### config.mk
export PLATFORM = sky130hd
export DESIGN_NAME = rv_fetch_unit
export DESIGN_NICKNAME = d
export VERILOG_FILES = /design/src/rtl/rv_fetch_pkg.sv /design/src/rtl/rv_fetch_unit_fifo.sv /design/src/rtl/rv_fetch_unit.sv
export SDC_FILE = /design/constraint.sdc
export NUM_CORES = 1
export LEC_CHECK = 0
export CAP_MARGIN = 25
export CORE_MARGIN = 4
export CORE_UTILIZATION = 40
export CTS_BUF_LIST = sky130_fd_sc_hd__clkbuf_8 sky130_fd_sc_hd__clkbuf_16
export DETAILED_ROUTE_END_ITERATION = 10
export PLACE_DENSITY = 0.62
export SLEW_MARGIN = 10
export SYNTH_ARGS = -nofsm -noshare
export SYNTH_HDL_FRONTEND = slang
export SYNTH_SLANG_ARGS = --single-unit
export TNS_END_PERCENT = 1
### constraint.sdc
create_clock -name clk -period 3.85 [get_ports clk]
set_input_delay 0.77 -clock clk [delete_from_list [all_inputs] [get_ports clk]]
set_output_delay 0.77 -clock clk [all_outputs]
set_load 0.05 [all_outputs]
### src/rtl/rv_fetch_pkg.sv
// -----------------------------------------------------------------------------
// rv_fetch_pkg
// Shared types and constants for the RV32I instruction-fetch front end.
//   fetch_state_e : fetch controller states (boot, running, flushing stale fetches)
//   ILEN          : instruction width in bits
//   INST_BYTES    : PC increment per sequential fetch
//   fetch_entry_t : {inst, pc} pair as seen by decode (for the default 32-bit PC)
//   cnt_width()   : width of a counter that must hold 0..depth inclusive
// -----------------------------------------------------------------------------
package rv_fetch_pkg;

    localparam int ILEN       = 32;
    localparam int INST_BYTES = 4;
    localparam int PC_W       = 32;

    typedef enum logic [1:0] {
        S_BOOT  = 2'd0,
        S_RUN   = 2'd1,
        S_FLUSH = 2'd2
    } fetch_state_e;

    typedef struct packed {
        logic [ILEN-1:0] inst;
        logic [PC_W-1:0] pc;
    } fetch_entry_t;

    // A counter bounded by 'depth' (inclusive) needs one bit more than the
    // index width of a depth-entry buffer.
    function automatic int cnt_width(input int depth);
        return $clog2(depth) + 1;
    endfunction

endpackage

### src/rtl/rv_fetch_unit_fifo.sv
// -----------------------------------------------------------------------------
// fetch_fifo
// Synchronous FIFO for prefetched instructions, with single-cycle flush and an
// occupancy count. The head entry is read straight from the storage registers,
// so a push becomes visible at the head on the cycle after it is written.
//   clk, reset    : clock, synchronous active-high reset (pointers/count only)
//   flush_i       : empty the FIFO this cycle; overrides push and pop
//   push_i        : write push_data_i at the tail
//   pop_i         : discard the head entry (ignored when empty)
//   head_valid_o  : FIFO holds at least one entry
//   head_data_o   : head entry, forced to zero while empty
//   count_o       : number of stored entries, 0..DEPTH
// -----------------------------------------------------------------------------
module fetch_fifo #(
    parameter int WIDTH = 64,
    parameter int DEPTH = 4
) (
    input  logic                     clk,
    input  logic                     reset,
    input  logic                     flush_i,
    input  logic                     push_i,
    input  logic [WIDTH-1:0]         push_data_i,
    input  logic                     pop_i,
    output logic                     head_valid_o,
    output logic [WIDTH-1:0]         head_data_o,
    output logic [$clog2(DEPTH):0]   count_o
);

    localparam int AW = $clog2(DEPTH);

    logic [WIDTH-1:0] mem_q [DEPTH];
    logic [AW-1:0]    rd_ptr_q, rd_ptr_d;
    logic [AW-1:0]    wr_ptr_q, wr_ptr_d;
    logic [AW:0]      count_q, count_d;
    logic             do_push, do_pop;

    // A push into a full FIFO is only accepted when the head leaves in the
    // same cycle; the slot being written is then the one just vacated.
    assign do_pop  = pop_i && (count_q != '0);
    assign do_push = push_i && ((count_q != (AW+1)'(DEPTH)) || do_pop);

    always_comb begin
        rd_ptr_d = rd_ptr_q;
        wr_ptr_d = wr_ptr_q;
        count_d  = count_q;
        if (flush_i) begin
            rd_ptr_d = '0;
            wr_ptr_d = '0;
            count_d  = '0;
        end else begin
            if (do_push) begin
                wr_ptr_d = wr_ptr_q + AW'(1);
            end
            if (do_pop) begin
                rd_ptr_d = rd_ptr_q + AW'(1);
            end
            if (do_push && !do_pop) begin
                count_d = count_q + (AW+1)'(1);
            end else if (!do_push && do_pop) begin
                count_d = count_q - (AW+1)'(1);
            end
        end
    end

    always_ff @(posedge clk) begin
        if (reset) begin
            rd_ptr_q <= '0;
            wr_ptr_q <= '0;
            count_q  <= '0;
        end else begin
            rd_ptr_q <= rd_ptr_d;
            wr_ptr_q <= wr_ptr_d;
            count_q  <= count_d;
        end
    end

    // Storage is not reset; an empty FIFO masks whatever it holds.
    always_ff @(posedge clk) begin
        if (do_push && !flush_i) begin
            mem_q[wr_ptr_q] <= push_data_i;
        end
    end

    assign head_valid_o = (count_q != '0);
    assign head_data_o  = head_valid_o ? mem_q[rd_ptr_q] : '0;
    assign count_o      = count_q;

endmodule

### src/rtl/rv_fetch_unit.sv
// -----------------------------------------------------------------------------
// rv_fetch_unit
// RV32I instruction-fetch front end. Owns the PC, issues sequential word
// fetches to instruction memory, buffers responses in a prefetch FIFO and hands
// {inst, pc} pairs to decode. A redirect restarts fetch at a new PC and marks
// every fetch still in flight to be discarded when its response returns.
//   clk, reset                      : clock, synchronous active-high reset
//   redirect_valid / redirect_pc    : one-cycle restart request and target
//   imem_req_valid/ready/addr       : fetch request channel (word aligned)
//   imem_rsp_valid/data             : in-order fetch responses, always accepted
//   inst_valid/ready/data/pc        : decode-side instruction channel
// -----------------------------------------------------------------------------
module rv_fetch_unit
    import rv_fetch_pkg::*;
#(
    parameter int              XLEN       = 32,
    parameter logic [XLEN-1:0] RESET_PC   = '0,
    parameter int              FIFO_DEPTH = 4
) (
    input  logic              clk,
    input  logic              reset,
    input  logic              redirect_valid,
    input  logic [XLEN-1:0]   redirect_pc,
    output logic              imem_req_valid,
    input  logic              imem_req_ready,
    output logic [XLEN-1:0]   imem_req_addr,
    input  logic              imem_rsp_valid,
    input  logic [ILEN-1:0]   imem_rsp_data,
    output logic              inst_valid,
    input  logic              inst_ready,
    output logic [ILEN-1:0]   inst_data,
    output logic [XLEN-1:0]   inst_pc
);

    localparam int              CNT_W    = cnt_width(FIFO_DEPTH);
    localparam int              ENTRY_W  = ILEN + XLEN;
    localparam logic [XLEN-1:0] BOOT_PC  = {RESET_PC[XLEN-1:2], 2'b00};
    localparam logic [XLEN-1:0] PC_STEP  = XLEN'(INST_BYTES);

    fetch_state_e     state_q, state_d;
    logic [XLEN-1:0]  pc_q, pc_d;           // address of the next request
    logic [XLEN-1:0]  rsp_pc_q, rsp_pc_d;   // PC of the next response that will be kept
    logic [CNT_W-1:0] outstanding_q, outstanding_d;
    logic [CNT_W-1:0] drop_q, drop_d;

    logic             req_fire;
    logic             rsp_drop;
    logic             fifo_push;
    logic             fifo_pop;
    logic [CNT_W-1:0] fifo_count;
    logic [CNT_W:0]   credit_used;
    logic [ENTRY_W-1:0] fifo_head;
    logic [XLEN-1:0]  redirect_pc_aligned;

    assign redirect_pc_aligned = {redirect_pc[XLEN-1:2], 2'b00};

    // Credit: a request is only issued if its response is guaranteed a FIFO
    // slot, counting both buffered entries and fetches still in flight.
    assign credit_used    = {1'b0, outstanding_q} + {1'b0, fifo_count};
    assign imem_req_valid = !reset && (state_q != S_BOOT) && !redirect_valid
                            && (credit_used < (CNT_W+1)'(FIFO_DEPTH));
    assign imem_req_addr  = pc_q;
    assign req_fire       = imem_req_valid && imem_req_ready;

    // A response is stale if it belongs to a fetch issued before a redirect,
    // including one arriving in the redirect cycle itself.
    assign rsp_drop  = redirect_valid || (drop_q != '0);
    assign fifo_push = imem_rsp_valid && !rsp_drop;
    assign fifo_pop  = inst_valid && inst_ready && !redirect_valid;

    fetch_fifo #(
        .WIDTH (ENTRY_W),
        .DEPTH (FIFO_DEPTH)
    ) u_fifo (
        .clk          (clk),
        .reset        (reset),
        .flush_i      (redirect_valid),
        .push_i       (fifo_push),
        .push_data_i  ({imem_rsp_data, rsp_pc_q}),
        .pop_i        (fifo_pop),
        .head_valid_o (inst_valid),
        .head_data_o  (fifo_head),
        .count_o      (fifo_count)
    );

    assign inst_data = fifo_head[ENTRY_W-1:XLEN];
    assign inst_pc   = fifo_head[XLEN-1:0];

    always_comb begin
        outstanding_d = outstanding_q;
        if (req_fire && !imem_rsp_valid) begin
            outstanding_d = outstanding_q + CNT_W'(1);
        end else if (!req_fire && imem_rsp_valid) begin
            outstanding_d = outstanding_q - CNT_W'(1);
        end
    end

    // On redirect every fetch still in flight after this cycle's response is
    // stale; no request fires in that cycle, so outstanding_d is exactly that.
    always_comb begin
        drop_d = drop_q;
        if (redirect_valid) begin
            drop_d = outstanding_d;
        end else if (imem_rsp_valid && (drop_q != '0)) begin
            drop_d = drop_q - CNT_W'(1);
        end
    end

    always_comb begin
        pc_d = pc_q;
        if (redirect_valid) begin
            pc_d = redirect_pc_aligned;
        end else if (req_fire) begin
            pc_d = pc_q + PC_STEP;
        end
    end

    // Responses return in request order and all stale ones are dropped, so
    // the next kept response always belongs to the PC tracked here.
    always_comb begin
        rsp_pc_d = rsp_pc_q;
        if (redirect_valid) begin
            rsp_pc_d = redirect_pc_aligned;
        end else if (fifo_push) begin
            rsp_pc_d = rsp_pc_q + PC_STEP;
        end
    end

    always_comb begin
        state_d = state_q;
        unique case (state_q)
            S_BOOT:  state_d = S_RUN;
            S_RUN:   if (redirect_valid && (drop_d != '0)) state_d = S_FLUSH;
            S_FLUSH: if (drop_d == '0) state_d = S_RUN;
            default: state_d = S_BOOT;
        endcase
    end

    always_ff @(posedge clk) begin
        if (reset) begin
            state_q       <= S_BOOT;
            pc_q          <= BOOT_PC;
            rsp_pc_q      <= BOOT_PC;
            outstanding_q <= '0;
            drop_q        <= '0;
        end else begin
            state_q       <= state_d;
            pc_q          <= pc_d;
            rsp_pc_q      <= rsp_pc_d;
            outstanding_q <= outstanding_d;
            drop_q        <= drop_d;
        end
    end

endmodule

# After elaboration in Yosys (flattened, before gate mapping)

Memories as Yosys holds them, arrays and structs flattened. A register that Yosys moved wholly into a read port is not among the register bits.
Cells that the tools add are included.

Bits in registers: 79
Output and inout port bits: 98
Memories kept: 1
RAM bits: 256

Eq/ne operators: 5
Mux-type cells: 18
Reductions and logical operators: 36
Magnitude comparators: 1
$add $sub $neg: 10

Memory list:

| memory       | depth | width | read ports | clocked after memory_dff | write ports | line                     | RTL |
|---|---|---|---|---|---|---|---|
| u_fifo.mem_q | 4     | 64    | 1          | 1                        | 1           | rv_fetch_unit_fifo.sv:31 | `logic [WIDTH-1:0] mem_q [DEPTH];` |

Operator list:

| cell                  | number |
|---|---|
| $mux 32               | 4 |
| $add 32x3->32 const B | 2 |
| $mux 64               | 1 |
| $mux 3                | 6 |
| $logic_and 1x1->1     | 16 |
| $reduce_bool 3->1     | 3 |
| $sub 3x1->3 const B   | 3 |
| $mux 2                | 4 |
| $reduce_bool 2->1     | 4 |
| $logic_not 1->1       | 7 |
| $add 3x1->3 const B   | 2 |
| $pmux 2 s3            | 1 |
| $add 2x1->2 const B   | 2 |
| $add 3x3->4           | 1 |
| $lt 4x3->1 const B    | 1 |
| $ne 2x2->1 const B    | 2 |
| $logic_not 3->1       | 1 |
| $ne 3x3->1 const B    | 1 |
| $eq 2x1->1 const B    | 1 |
| $eq 2x2->1 const B    | 1 |
| $logic_not 2->1       | 1 |
| $logic_or 1x1->1      | 2 |
| $mux 1                | 2 |
| $reduce_and 2->1      | 1 |
| $reduce_or 2->1       | 1 |

# Depth between registers and ports, before layout

Depth after elaboration: 14
Gate-level depth with buffers: 10
Depth with buffers taken out: 10

# By module

From an unflattened synthesis, not the netlist that was laid out.

Cell total of the unflattened synthesis: 958
Area total of the unflattened synthesis: 14252.4 um2

Modules (own cells, without submodules):

| module        | cells each | sequential area each (um2) | times used | area an instance (um2) |
|---|---|---|---|---|
| fetch_fifo    | 456        | 7867.5                     | 1          | 10213.5 |
| rv_fetch_unit | 502        | 1361.3                     | 1          | 4038.9 |

# Least setup slack after synthesis

No wires, ideal clock.

Path type: in2reg
Start: input port redirect_valid
End: memory u_fifo.mem_q[1][10], enable pin
Data required time: 3.424 ns
Stages: 3
Path slack: 0.390 ns
Arrival: 3.033 ns
Library setup time: 0.426 ns
Cell sequence: buf_1 nor4_2 and2_1

Word-level cells in the longest chain between the ends: 8
Elaborated cells on any way between the ends: 11
Those cells by class: 2 x mux; 9 x reduce/logical

Ends and longest elaborated chain:

| item                             | line                                          | RTL |
|---|---|---|
| start, declared                  | rv_fetch_unit.sv:22                           | `input logic redirect_valid,` |
| $logic_not 1->1                  | rv_fetch_unit_fifo.sv:79, rv_fetch_unit.sv:69 |  |
| $logic_and 1x1->1                | rv_fetch_unit.sv:69                           | `assign fifo_pop = inst_valid && inst_ready && !redirect_valid;` |
| $logic_and 1x1->1                | rv_fetch_unit_fifo.sv:39                      | `assign do_pop = pop_i && (count_q != '0);` |
| $logic_or 1x1->1                 | rv_fetch_unit_fifo.sv:40                      | `assign do_push = push_i && ((count_q != (AW+1)'(DEPTH)) \|\| do_pop);` |
| $logic_and 1x1->1                | rv_fetch_unit_fifo.sv:40                      |  |
| $logic_and 1x1->1 (*)            | rv_fetch_unit_fifo.sv:79                      | `if (do_push && !flush_i) begin` |
| $mux 1 (*)                       | rv_fetch_unit_fifo.sv:79                      |  |
| $mux 1 (implied by the code) (*) | rv_fetch_unit_fifo.sv:80                      | `mem_q[wr_ptr_q] <= push_data_i;` |
| end, declared                    | rv_fetch_unit_fifo.sv:31                      |  |

Every way passes the cells marked *; elsewhere a longest branch is shown, timed or not.

==> impl_metrics.toml <==
[placement]
io_buffers = 161
pre_cts_ws_ns = 0.6196
dp_hpwl_mm = 19.22
place_congestion = 0.8384
placed_area_sq_um = 15950
placedCellCount = 1529

[die]
design.core.area_sq_um = 33700
die_y_um = 193.4
start_util = 0.4078
rows = 67
ioPinCount = 168
dieArea_sq_um = 37380
die_w_um = 193.4

[timing]
fmax_ghz = 0.2767
slew_headroom = 0.4570
tightest_slew_ns = 0.8126
min_period_ns = 3.614
finalHoldWorstSlack_ns = 0.5253
setup_violations = 0
final_hold_viol_count = 0
rsz0062_at_grt = "no"
fin_skew_ns = 0.01050
setup_tns_ns = 0
maxSlewViolCount = 0
worst_slack_ns = 0.2360
min_period_over_period = 0.9387

[min_path]
worstHoldStart = "rsp_pc_q[31]$_SDFFE_PP0P_"
hold_depth = 0
hp-class = "flop to flop"
min_to = "u_fifo.mem_q[0][31]$_DFFE_PP_"

[setup_path]
rr_startpoint = "u_fifo.count_o[0]$_SDFFE_PP0P_"
worstPathCellList = "buf_12 > mux4_2 > and2_1 > clkdlybuf4s50_1"
critPathArrivalTime_ns = 2.84
critPathBufInv = 2
end_kind = "output port"
crit_required_ns = 3.08
cp_slowest_stage_delay_ns = 0.69
r2r_end = "u_fifo.count_o[2]$_SDFFE_PP0P_"
startpoint_type = "flop"
crit_slowest_cell = "clkdlybuf4s50_1"
reg2reg_setup_slack_ns = 1.15
r2r_cells = 9
path_max_fanout = 21
cp_top_family = "buffers and inverters"
crit_type = "flop to output port"

[clock_tree]
clock-sinks = 325
numCtsBuffers = 35
cts-root-buf = "clkbuf_16"
post_cts_buffers = 0
cts_resized = 0
ctsLongestPathBuffers = 3
cts_tree = "yes"
clk_latency_ns = 0.50
ctsHoldBuffers = 0
clk_pin_slew_ns = 0.06
cts_max_level = 2

[flow_run]
cap_violations = 0

[global_route]
grt_max_degree = 65
grt.total_usage = 0.1559
grt_antenna_before_repair = 1
grt_pass1_wl_mm = 47.42
first_global_vias = 8414
grt-ovfl-total = 0

[synth]
ys_top_cells_by_area = "edfxtp_1, dfxtp_1, mux4_2"
synth_commonest_cells = "edfxtp_1, dfxtp_1, and2_1, mux4_2, nor2_1"
yosysMostFrequentCell = "edfxtp_1"
synth-edff-count = 248
syn_area_sq_um = 13740
synth_area_leader_cell = "edfxtp_1"
yosys_warnings = 0
ys.flop_type = "edfxtp_1"
ys_async_sr_fraction = 0
synthCells = 946
synthDistinctLibCells = 69
seq_area_frac_synth = 0.6541
yosysTopAreaCellShare = 0.5419
synth_seq_cells = 325
avgSynthCellArea_sq_um = 14.53

[power]
p_leak_nw = 5.659
max-vdd-ir-drop_uv = 247.1
powerDensity_nw_per_um2 = 472.9

[routing]
vias_per_cell = 5.153
detail-route-antenna-nets = 0
wl_per_cell_um = 18.44
drt-total-wl_mm = 29.37
drc_errors = 0
initialDrtViolationCount = 476
num_vias = 8209
drt_pass1_iterations = 5

[cells_and_area]
final_nets = 1203
fill_cells = 2886
drive_gt1_frac = 0.1424
diodes = 0
area_delta_synth_final_pct = 24.09
fin_area_sq_um = 17050
layoutNonFillerInstCount = 1593

[run_status]
status = "finished clean"
[worst max-delay path by stage]
stage | startpoint | end | slack [ns] | cells after the start
finish | flop | inst_pc[9] | 0.24 | 4
global placement | redirect_valid | imem_req_valid | 0.58 | 4
global route | flop | inst_pc[9] | 0.08 | 4
CTS | u_fifo.count_o[0]$_SDFFE_PP0P_ | inst_data[20] | 0.12 | 3
detailed placement | redirect_valid | imem_req_valid | 0.62 | 4
floorplan | redirect_valid | u_fifo.mem_q[1][10]$_DFFE_PP_ | 0.39 | 3
[stage by stage]
stage	total power, mW	utilization
4_1_cts	8.168	0.5054
3_5_place_dp	5.026	0.4733
3_3_place_gp	5.015	0.4733
6_report	8.064	0.5060
2_1_floorplan	4.658	-
5_1_grt	8.413	0.5060
[cells by family (layout without fill, tap and decap cells)]
family,Yosys count,count (layout),share of synthesized area
other,1,4,0.0002729
AND/OR/NAND/NOR,288,288,0.1144
adder cells (fa/ha/maj),14,14,0.01329
flip-flops,325,325,0.6541
XOR/XNOR,38,38,0.02422
AO/OA/AOI/OAI,132,132,0.06237
multiplexers,68,68,0.1062
buffers and inverters,80,276,0.02522
[metal layers]
layer / GRT usage / vias up / routed length [um]
met3: 0.03131 / 42 / 1585
met4: 0.03488 / 0 / 516
met5: 0 / - / 0
met2: 0.2401 / 232 / 13230
li1: - / 3917 / -
met1: 0.2314 / 4018 / 14040
[state kept, by name, indices dropped and copies added (netlist names), named ones only]
| signal | cells |
|---|---|
| u_fifo.mem_q | 248 |
| imem_req_addr | 30 |
| rsp_pc_q | 30 |
| drop_q | 3 |
| outstanding_q | 3 |
| u_fifo.count_o | 3 |
| state_q | 2 |
| u_fifo.rd_ptr_q | 2 |
| u_fifo.wr_ptr_q | 2 |
[cell usage in the layout (no fill, tap or decap), drive strengths merged, types with 2 or more instances in the layout]
| cell | Yosys | layout |
|---|---|---|
| and4 | 6 | 6 |
| o22ai | 2 | 2 |
| a211oi | 11 | 11 |
| o31ai | 2 | 2 |
| nand3b | 6 | 6 |
| xor2 | 12 | 12 |
| xnor2 | 26 | 26 |
| o21ai | 19 | 19 |
| or3 | 6 | 6 |
| clkbuf | 32 | 38 |
| a21oi | 37 | 37 |
| mux2 | 2 | 2 |
| conb | 1 | 4 |
| o41ai | 2 | 2 |
| and3 | 10 | 10 |
| ha | 13 | 13 |
| o211ai | 6 | 6 |
| nor2 | 60 | 60 |
| or2 | 6 | 6 |
| nand2b | 3 | 3 |
| nor4 | 3 | 3 |
| a21boi | 14 | 14 |
| a21o | 3 | 3 |
| buf | 21 | 27 |
| dfxtp | 77 | 77 |
| and2 | 73 | 73 |
| inv | 27 | 41 |
| mux2i | 4 | 4 |
| a222oi | 2 | 2 |
| edfxtp | 248 | 248 |
| clkdlybuf4s50 | 0 | 159 |
| a32oi | 2 | 2 |
| o21a | 5 | 5 |
| nand2 | 57 | 57 |
| a31oi | 15 | 15 |
| clkinv | 0 | 9 |
| nor3 | 20 | 20 |
| mux4 | 62 | 62 |
| nand4 | 6 | 6 |
| nand3 | 29 | 29 |
[where the power goes]
group,switching (mW),internal (mW),total (mW)
logic,0.588,0.384,0.971
clock network,1.29,1.82,3.11
registers,0.0966,3.88,3.98
[area by class of cell]
| type | instances | area, sq um | area share |
|---|---|---|---|
| Clock buffer | 38 | 939.7 | 0.05510 |
| Clock inverter | 25 | 141.4 | 0.008291 |
| Inverter | 27 | 101.3 | 0.005943 |
| Multi-Input combinational cell | 544 | 4424 | 0.2594 |
| Sequential cell | 325 | 8994 | 0.5274 |
| Tap cell | 448 | 560.5 | 0.03287 |
| Timing Repair Buffer | 186 | 1892 | 0.1109 |
(Power assumes the default switching activity.)
